$ cat src/rtl/remediation_ctrl_unit.sv
// remediation_ctrl_unit: run-time remediation engine placed between a design's
// observe/control ports and the original control sinks. Each of N_RULE rules
// watches a masked pattern on observe_port. Once the pattern has been present
// for a threshold number of consecutive cycles, the rule forces selected
// control bits for a hold window, or until it is reprogrammed (sticky).
module remediation_ctrl_unit #(
    parameter int OBS_W  = 40,
    parameter int CTL_W  = 38,
    parameter int N_RULE = 4,
    parameter int CNT_W  = 8
) (
    input  logic              clk,
    input  logic              rst,
    input  logic [OBS_W-1:0]  observe_port,
    input  logic [CTL_W-1:0]  control_port_in,
    output logic [CTL_W-1:0]  control_port_out,
    input  logic              cfg_we,
    input  logic              cfg_re,
    input  logic [7:0]        cfg_addr,
    input  logic [OBS_W-1:0]  cfg_wdata,
    output logic [OBS_W-1:0]  cfg_rdata,
    output logic [N_RULE-1:0] rule_active,
    output logic              trig_pulse
);

    typedef enum logic [1:0] {
        ST_IDLE   = 2'd0,
        ST_ARMING = 2'd1,
        ST_ACTIVE = 2'd2
    } rule_state_t;

    // Per-rule configuration
    logic [OBS_W-1:0]  match_mask  [N_RULE];
    logic [OBS_W-1:0]  match_value [N_RULE];
    logic [CTL_W-1:0]  ctl_mask    [N_RULE];
    logic [CTL_W-1:0]  ctl_value   [N_RULE];
    logic [N_RULE-1:0] rule_en;
    logic [CNT_W-1:0]  threshold   [N_RULE];
    logic [CNT_W-1:0]  hold_len    [N_RULE];

    // Per-rule run-time state
    rule_state_t       state       [N_RULE];
    rule_state_t       nxt_state   [N_RULE];
    logic [CNT_W-1:0]  run_cnt     [N_RULE];
    logic [CNT_W-1:0]  nxt_run     [N_RULE];
    logic [CNT_W-1:0]  hold_cnt    [N_RULE];
    logic [CNT_W-1:0]  nxt_hold    [N_RULE];
    logic [CNT_W-1:0]  act_cnt     [N_RULE];

    logic [N_RULE-1:0] rule_match;
    logic [N_RULE-1:0] entering;
    logic [N_RULE-1:0] cfg_hit;
    logic [N_RULE-1:0] cnt_clr;
    logic [3:0]        cfg_rule;
    logic [3:0]        cfg_field;
    logic [OBS_W-1:0]  rd_mux;
    logic [CTL_W-1:0]  ctl_ovr;

    assign cfg_rule  = cfg_addr[7:4];
    assign cfg_field = cfg_addr[3:0];

    // A threshold of zero behaves like a threshold of one
    function automatic logic [CNT_W-1:0] thr_eff(input logic [CNT_W-1:0] thr);
        return (thr == '0) ? CNT_W'(1) : thr;
    endfunction

    // Decode config writes: fields 0-4 reprogram a rule, field 5 clears its count
    always_comb begin
        cfg_hit = '0;
        cnt_clr = '0;
        for (int i = 0; i < N_RULE; i++) begin
            if (cfg_we && (cfg_rule == 4'(i))) begin
                if (cfg_field <= 4'd4) cfg_hit[i] = 1'b1;
                if (cfg_field == 4'd5) cnt_clr[i] = 1'b1;
            end
        end
    end

    // Per-rule match evaluation and next-state logic; a config write forces IDLE
    always_comb begin
        for (int i = 0; i < N_RULE; i++) begin
            rule_match[i] = rule_en[i] &&
                ((observe_port & match_mask[i]) == (match_value[i] & match_mask[i]));
            nxt_state[i] = state[i];
            nxt_run[i]   = run_cnt[i];
            nxt_hold[i]  = hold_cnt[i];
            entering[i]  = 1'b0;
            case (state[i])
                ST_IDLE: begin
                    if (rule_match[i]) begin
                        if (thr_eff(threshold[i]) == CNT_W'(1)) begin
                            nxt_state[i] = ST_ACTIVE;
                            entering[i]  = 1'b1;
                        end else begin
                            nxt_state[i] = ST_ARMING;
                            nxt_run[i]   = CNT_W'(1);
                        end
                    end
                end
                ST_ARMING: begin
                    if (!rule_match[i]) begin
                        nxt_state[i] = ST_IDLE;
                        nxt_run[i]   = '0;
                    end else if (({1'b0, run_cnt[i]} + (CNT_W+1)'(1)) ==
                                 {1'b0, thr_eff(threshold[i])}) begin
                        nxt_state[i] = ST_ACTIVE;
                        nxt_run[i]   = '0;
                        entering[i]  = 1'b1;
                    end else begin
                        nxt_run[i] = run_cnt[i] + CNT_W'(1);
                    end
                end
                ST_ACTIVE: begin
                    // hold_cnt of zero marks a sticky override
                    if (hold_cnt[i] == CNT_W'(1)) begin
                        nxt_state[i] = ST_IDLE;
                        nxt_hold[i]  = '0;
                    end else if (hold_cnt[i] != '0) begin
                        nxt_hold[i] = hold_cnt[i] - CNT_W'(1);
                    end
                end
                default: begin
                    nxt_state[i] = ST_IDLE;
                    nxt_run[i]   = '0;
                    nxt_hold[i]  = '0;
                end
            endcase
            if (entering[i]) nxt_hold[i] = hold_len[i];
            if (cfg_hit[i]) begin
                nxt_state[i] = ST_IDLE;
                nxt_run[i]   = '0;
                nxt_hold[i]  = '0;
                entering[i]  = 1'b0;
            end
        end
    end

    assign trig_pulse = |entering;

    // Rule state register and saturating activation counters
    always_ff @(posedge clk or posedge rst) begin
        if (rst) begin
            for (int i = 0; i < N_RULE; i++) begin
                state[i]    <= ST_IDLE;
                run_cnt[i]  <= '0;
                hold_cnt[i] <= '0;
                act_cnt[i]  <= '0;
            end
        end else begin
            for (int i = 0; i < N_RULE; i++) begin
                state[i]    <= nxt_state[i];
                run_cnt[i]  <= nxt_run[i];
                hold_cnt[i] <= nxt_hold[i];
                if (cnt_clr[i])
                    act_cnt[i] <= '0;
                else if (entering[i] && (act_cnt[i] != '1))
                    act_cnt[i] <= act_cnt[i] + CNT_W'(1);
            end
        end
    end

    // Configuration register writes
    always_ff @(posedge clk or posedge rst) begin
        if (rst) begin
            rule_en <= '0;
            for (int i = 0; i < N_RULE; i++) begin
                match_mask[i]  <= '0;
                match_value[i] <= '0;
                ctl_mask[i]    <= '0;
                ctl_value[i]   <= '0;
                threshold[i]   <= '0;
                hold_len[i]    <= '0;
            end
        end else begin
            for (int i = 0; i < N_RULE; i++) begin
                if (cfg_hit[i]) begin
                    case (cfg_field)
                        4'd0: match_mask[i]  <= cfg_wdata;
                        4'd1: match_value[i] <= cfg_wdata;
                        4'd2: ctl_mask[i]    <= cfg_wdata[CTL_W-1:0];
                        4'd3: ctl_value[i]   <= cfg_wdata[CTL_W-1:0];
                        4'd4: begin
                            rule_en[i]   <= cfg_wdata[2*CNT_W];
                            threshold[i] <= cfg_wdata[2*CNT_W-1:CNT_W];
                            hold_len[i]  <= cfg_wdata[CNT_W-1:0];
                        end
                        default: ;
                    endcase
                end
            end
        end
    end

    // Readback multiplexer; unmapped rules and fields read as zero
    always_comb begin
        rd_mux = '0;
        for (int i = 0; i < N_RULE; i++) begin
            if (cfg_rule == 4'(i)) begin
                case (cfg_field)
                    4'd0: rd_mux = match_mask[i];
                    4'd1: rd_mux = match_value[i];
                    4'd2: rd_mux = OBS_W'(ctl_mask[i]);
                    4'd3: rd_mux = OBS_W'(ctl_value[i]);
                    4'd4: rd_mux = OBS_W'({rule_en[i], threshold[i], hold_len[i]});
                    4'd5: rd_mux = OBS_W'(act_cnt[i]);
                    4'd6: rd_mux = OBS_W'(state[i]);
                    default: rd_mux = '0;
                endcase
            end
        end
    end

    // Read data register; captures pre-write contents when read and write coincide
    always_ff @(posedge clk or posedge rst) begin
        if (rst)
            cfg_rdata <= '0;
        else if (cfg_re)
            cfg_rdata <= rd_mux;
    end

    // Override merge: iterate high to low so the lowest-index active rule wins
    always_comb begin
        ctl_ovr = control_port_in;
        for (int i = N_RULE - 1; i >= 0; i--) begin
            if (state[i] == ST_ACTIVE)
                ctl_ovr = (ctl_ovr & ~ctl_mask[i]) | (ctl_value[i] & ctl_mask[i]);
        end
    end

    assign control_port_out = ctl_ovr;

    // Active flags decoded directly from the registered rule state
    always_comb begin
        rule_active = '0;
        for (int i = 0; i < N_RULE; i++)
            rule_active[i] = (state[i] == ST_ACTIVE);
    end

endmodule

$ cat config.mk
export PLATFORM = sky130hd
export DESIGN_NAME = remediation_ctrl_unit
export DESIGN_NICKNAME = d
export VERILOG_FILES = /design/src/rtl/remediation_ctrl_unit.sv
export SDC_FILE = /design/constraint.sdc
export NUM_CORES = 2
export LEC_CHECK = 0
export BUFFER_PORTS_ARGS = -buffer_cell sky130_fd_sc_hd__buf_4
export CAP_MARGIN = 20
export CORE_MARGIN = 2
export CORE_UTILIZATION = 55
export CTS_BUF_LIST = sky130_fd_sc_hd__clkbuf_4 sky130_fd_sc_hd__clkbuf_8 sky130_fd_sc_hd__clkbuf_16
export CTS_CLUSTER_DIAMETER = 60
export DETAILED_ROUTE_END_ITERATION = 7
export PLACE_DENSITY_LB_ADDON = 0.2
export SYNTH_ARGS = -nofsm -noshare
export SYNTH_HDL_FRONTEND = slang
export SYNTH_SLANG_ARGS = --single-unit
$ cat constraint.sdc
create_clock -name clk -period 25.4 [get_ports clk]
set_clock_uncertainty 0.15 [all_clocks]
set_input_delay 3.81 -clock clk [delete_from_list [all_inputs] [get_ports clk]]
set_output_delay 3.81 -clock clk [all_outputs]
set_load 0.02 [all_outputs]
* Yosys cells after proc, flatten, opt, wreduce, memory -nomap -nowiden
Cells that the tools add are included.
** Word-level totals
- Register bits after elaboration :: 836
** Cells by class
- $add $sub $neg :: 16
- Order comparisons :: 1
- Eq/ne operators :: 65
- Mux-type cells :: 130
- Bitwise operators :: 24
- Reduce and logical (&&, ||, !) cells :: 67
** Operators by type and width (number)
- $pmux W40 S7 :: 4
- $mux W8 :: 48
- $and A40 B40 Y40 :: 8
- $and A38 B38 Y38 :: 8
- $eq A40 B40 Y1 :: 4
- $mux W40 :: 4
- $mux W38 :: 4
- $not A38 Y38 :: 4
- $or A38 B38 Y38 :: 4
- $pmux W8 S3 :: 4
- $add A8 B1 Y8 const B :: 8
- $eq A8 B1 Y1 const B :: 8
- $pmux W8 S2 :: 4
- $mux W2 :: 24
- $reduce_and A2 Y1 :: 24
- $add A8 B1 Y9 const B :: 4
- $eq A9 B8 Y1 :: 4
- $logic_not A8 Y1 :: 4
- $ne A8 B8 Y1 const B :: 4
- $reduce_bool A8 Y1 :: 4
- $sub A8 B1 Y8 const B :: 4
- $mux W1 :: 30
- $ne A3 B1 Y1 const B :: 8
- $ne A3 B3 Y1 const B :: 8
- 18 further kinds :: 73

* Logic depth before layout (Yosys ltp)
- Depth in word-level cells :: 13
- Gate-level depth with buffers :: 11

* Worst setup path before layout
No wires, ideal clock.
- Path type :: input -> output
- Start point :: input port observe_port[13]
- End point :: output port trig_pulse
- Data arrival time :: 5.581 ns
- Required time :: 21.440 ns
- Slack :: 15.859 ns
- Stages :: 9
- Path buffers :: 1
- Cell sequence :: xor2_1 -> a22oi_1 -> nand4_1 -> nor4_1 -> nand3b_1 -> nor2_1 -> clkbuf_1 -> a22oi_1 -> nand2_1
** On the way
- Longest elaborated chain between the ends :: 7
- Elaborated cells on any way between the ends :: 29
- Those cells by class :: eq/ne: 4; mux: 16; bitwise: 4; reduce/logical: 5
** Ends and longest elaborated chain
- from (decl) :: line 14 : input logic [OBS_W-1:0] observe_port,
- $and A40 B40 Y40 :: line 83 : ((observe_port & match_mask[i]) == (match_value[i] & match_mask[i]));
- $eq A40 B40 Y1 :: line 83
- $logic_and A1 B1 Y1 :: line 82 : rule_match[i] = rule_en[i] &&
- $mux W1 (on tied branches) :: line 101, 90
- $pmux W1 S2 :: line 88 : case (state[i])
- $mux W1 :: line 129 : if (cfg_hit[i]) begin
- $reduce_or A4 Y1 (*) :: line 138 : assign trig_pulse = |entering;
- to (decl) :: line 23 : output logic trig_pulse
Mark *: on every way between the ends. The rest lies on a longest branch, timed or not.

* Final worst setup path
- Start point :: input port observe_port[15]
- End point :: output port trig_pulse
Same word-level chain as after synthesis.

==> impl_metrics.ini <==
[pwr]
ir_worst_vdd_mv = 0.0510
leakage_nw = 22.7
powerDensity_nw_per_um2 = 72.7

[critical_path]
rr_endpoint = hold_cnt[26]
cpPeakStageDelay_ns = 0.84
critPathTopFamily = simple AND/OR/NAND/NOR gates
r2r_slack_ns = 21.36
crit_buf_inv = 2
reg2regPathDepth = 8
rr_startpoint = match_value[135]
end_kind = primary output
crit_fanout = 12
cp-start-kind = primary input
path_cells = buf_4 > xor2_1 > a22oi_1 > nand4_1 > nor4_1 > nand3b_1 > nor2_1 > a22oi_1 > nand2_1 > buf_4
crit_arrival_ns = 7.19
worst_ep_required_time_ns = 21.44
critPathKind = in -> out
cp_slowest_cell = nor2_1

[clocking]
cts_hold_buffers = 0
cts_tree = done
clock_latency_ns = 0.67
cts_sinks = 836
numCtsBuffers = 93
postCtsSetupBuffers = 0
clk_pin_slew_ns = 0.06
cts_max_level = 3
postCtsResizedCells = 0
cts_buffer_depth = 3
root_buffer = clkbuf_16

[synth]
synth_compound_area_share_pct = 15.8
synthAdderAreaFrac_pct = 0.465
ys_ff_latch = 836
synth_xor_area_share_pct = 4.29
netlist_instances = 3844
yosysWarnings = 0
yosys.area_share.simple_pct = 8.60
syn-cell-area_um2 = 43100
synth_cell_types = 80
synth_top_family_by_area = multiplexers
synth_flop_cell = dfrtp_1
muxShareOfSynthArea_pct = 19.4
synth_edf_count = 0
synth_nets = 3990
synth.avg_cell_area_um2 = 11.2
synth-seq-area-share_pct = 48.6
synthArstFlopShare_pct = 100

[final_layout]
final_cell_mix = dfrtp_1 (836), mux2_2 (694), a22oi_1 (319), buf_4 (273), nand2_1 (194)
synthToLayoutAreaGrowth_pct = 13.7
layout.cells.most_common = dfrtp_1
final_area_um2 = 49000
drive_gt1_share_pct = 29.9
nets = 4073

[timing]
hold_viol = 0
rsz0062_at_grt = no
tns_ns = 0
tightest_slew_ns = 1.11
min_period_ns = 11.15
slew_viol_final = 0
clock.fmax_mhz = 89.7
fin_crit_sh_pct = 43.9
relSlewSlack_pct = 25.8
setup_viol = 0

[detailed_routing]
routedWlPerCell_um = 32.7
vias = 35700
drc = 2
drt-total-wl_um = 165000
ant_nets = 0
drt_iter0_markers = 4601
viasPerCell = 7.05
first_pass_iters = 8

[run_status]
violations = DRC
outcome = finished, violations left

[place]
gp_congestion = 1.02
place_area_um2 = 45600
dp_hpwl_um = 111000
portBuffers = 212

[grt]
antenna_found_initial = 28
grt_first_pass_wirelength_um = 241000
grt_max_degree = 164
grt_overflow = 0
grt_use_total_pct = 40.5
grt_pass1_vias = 35000

[floorplan]
die-width_um = 284
core_um2 = 77500
start_util_pct = 55.6
die-area_um2 = 80600
num_rows = 102
ios = 213
die_h_um = 284

[min_path]
worstHoldEndpoint = cfg_rdata[5]
hold_path_depth = 1
worstHoldPathType = reg -> reg
min-delay-start = cfg_rdata[5]

[run]
cap_violations = 0
## worst max-delay path by stage
| stage | from | endpoint | cells past startpoint |
|---|---|---|---|
| detailed placement | observe_port[15] | trig_pulse | 10 |
| global route | observe_port[15] | trig_pulse | 10 |
| floorplan | rst | act_cnt[0] | 1 |
| finish | observe_port[15] | trig_pulse | 10 |
| CTS | observe_port[15] | trig_pulse | 10 |
| global placement | observe_port[15] | trig_pulse | 10 |
## cell type report
cell class | instances | area [um2]
fill | 6268 | 28500
tap | 1040 | 1300
clock inverter | 32 | 479
inverter | 43 | 165
antenna | 21 | 52.6
timing repair buffer | 278 | 2140
clock buffer | 138 | 2830
multi-input combinational | 2675 | 21100
sequential | 836 | 20900
## kinds of logic after synthesis
logic type      after synthesis
flops                       836
xor+xnor                    211
mux                         746
buf+inv                     333
simple gates                758
compound gates              944
fa+ha+maj                    16
## synthesized netlist by cell type (11+ instances only)
| library cell | n | area, um2 |
|---|---|---|
| nor2b_1 | 11 | 68.8 |
| buf_1 | 70 | 263 |
| xor2_1 | 180 | 1580 |
| inv_1 | 42 | 158 |
| and3_1 | 29 | 181 |
| nand2_1 | 195 | 732 |
| o22ai_1 | 21 | 131 |
| nand4_1 | 51 | 319 |
| nand2b_1 | 12 | 75.1 |
| o2bb2ai_1 | 21 | 184 |
| ha_1 | 16 | 200 |
| mux2_2 | 694 | 7820 |
| nor4_1 | 27 | 169 |
| a22oi_1 | 319 | 2390 |
| a21oi_1 | 185 | 926 |
| a22o_1 | 21 | 184 |
| o21ai_0 | 61 | 305 |
| clkbuf_1 | 212 | 796 |
| a31oi_1 | 67 | 419 |
| o21ai_1 | 12 | 60.1 |
| a222oi_1 | 50 | 500 |
| o21a_1 | 15 | 113 |
| a32o_1 | 22 | 220 |
| a221oi_1 | 29 | 254 |
| or3_1 | 27 | 169 |
| nor2_1 | 191 | 717 |
| dfrtp_1 | 836 | 20900 |
| nand3_1 | 113 | 566 |
| nor3_1 | 39 | 195 |
| mux2i_1 | 51 | 510 |
| xnor2_1 | 31 | 272 |
| a221o_1 | 51 | 510 |
## report_power, final
group	total (mW)	switching, mW	internal [mW]
clock network	1.46	0.573	0.884
logic	0.583	0.384	0.199
registers	1.52	0.111	1.41
total	3.56	1.07	2.49
## per-layer routing
| metal | wire, um | GRT usage, % | up-vias |
|---|---|---|---|
| li1 | - | - | 14700 |
| met2 | 72900 | 60.1 | 2280 |
| met1 | 61800 | 51.9 | 18100 |
| met4 | 12200 | 26.7 | 18 |
| met3 | 18400 | 11.6 | 604 |
| met5 | 126 | 0 | - |
## stage by stage
stage / hold WS [ns] / setup slack [ns] / power, mW / cells / util [%]
floorplan: 0.309 / 9.96 / 1.86 / 3844 / -
global placement: 0.324 / 14.49 / 2.09 / 4869 / 58.8
detailed placement: 0.326 / 14.42 / 2.10 / 4871 / 58.8
CTS: 0.342 / 14.41 / 3.54 / 5041 / 63.1
global route: 0.358 / 14.29 / 3.67 / 5059 / 63.2
finish: 0.339 / 14.25 / 3.56 / 5063 / 63.2
## registers in the layout, summed over array words and instances, names as in the netlist, 40 cells and up
register / cells
cfg_rdata: 40
ctl_mask: 152
ctl_value: 152
match_mask: 160
match_value: 160
No activity file was read; power rests on OpenSTA's default activity.
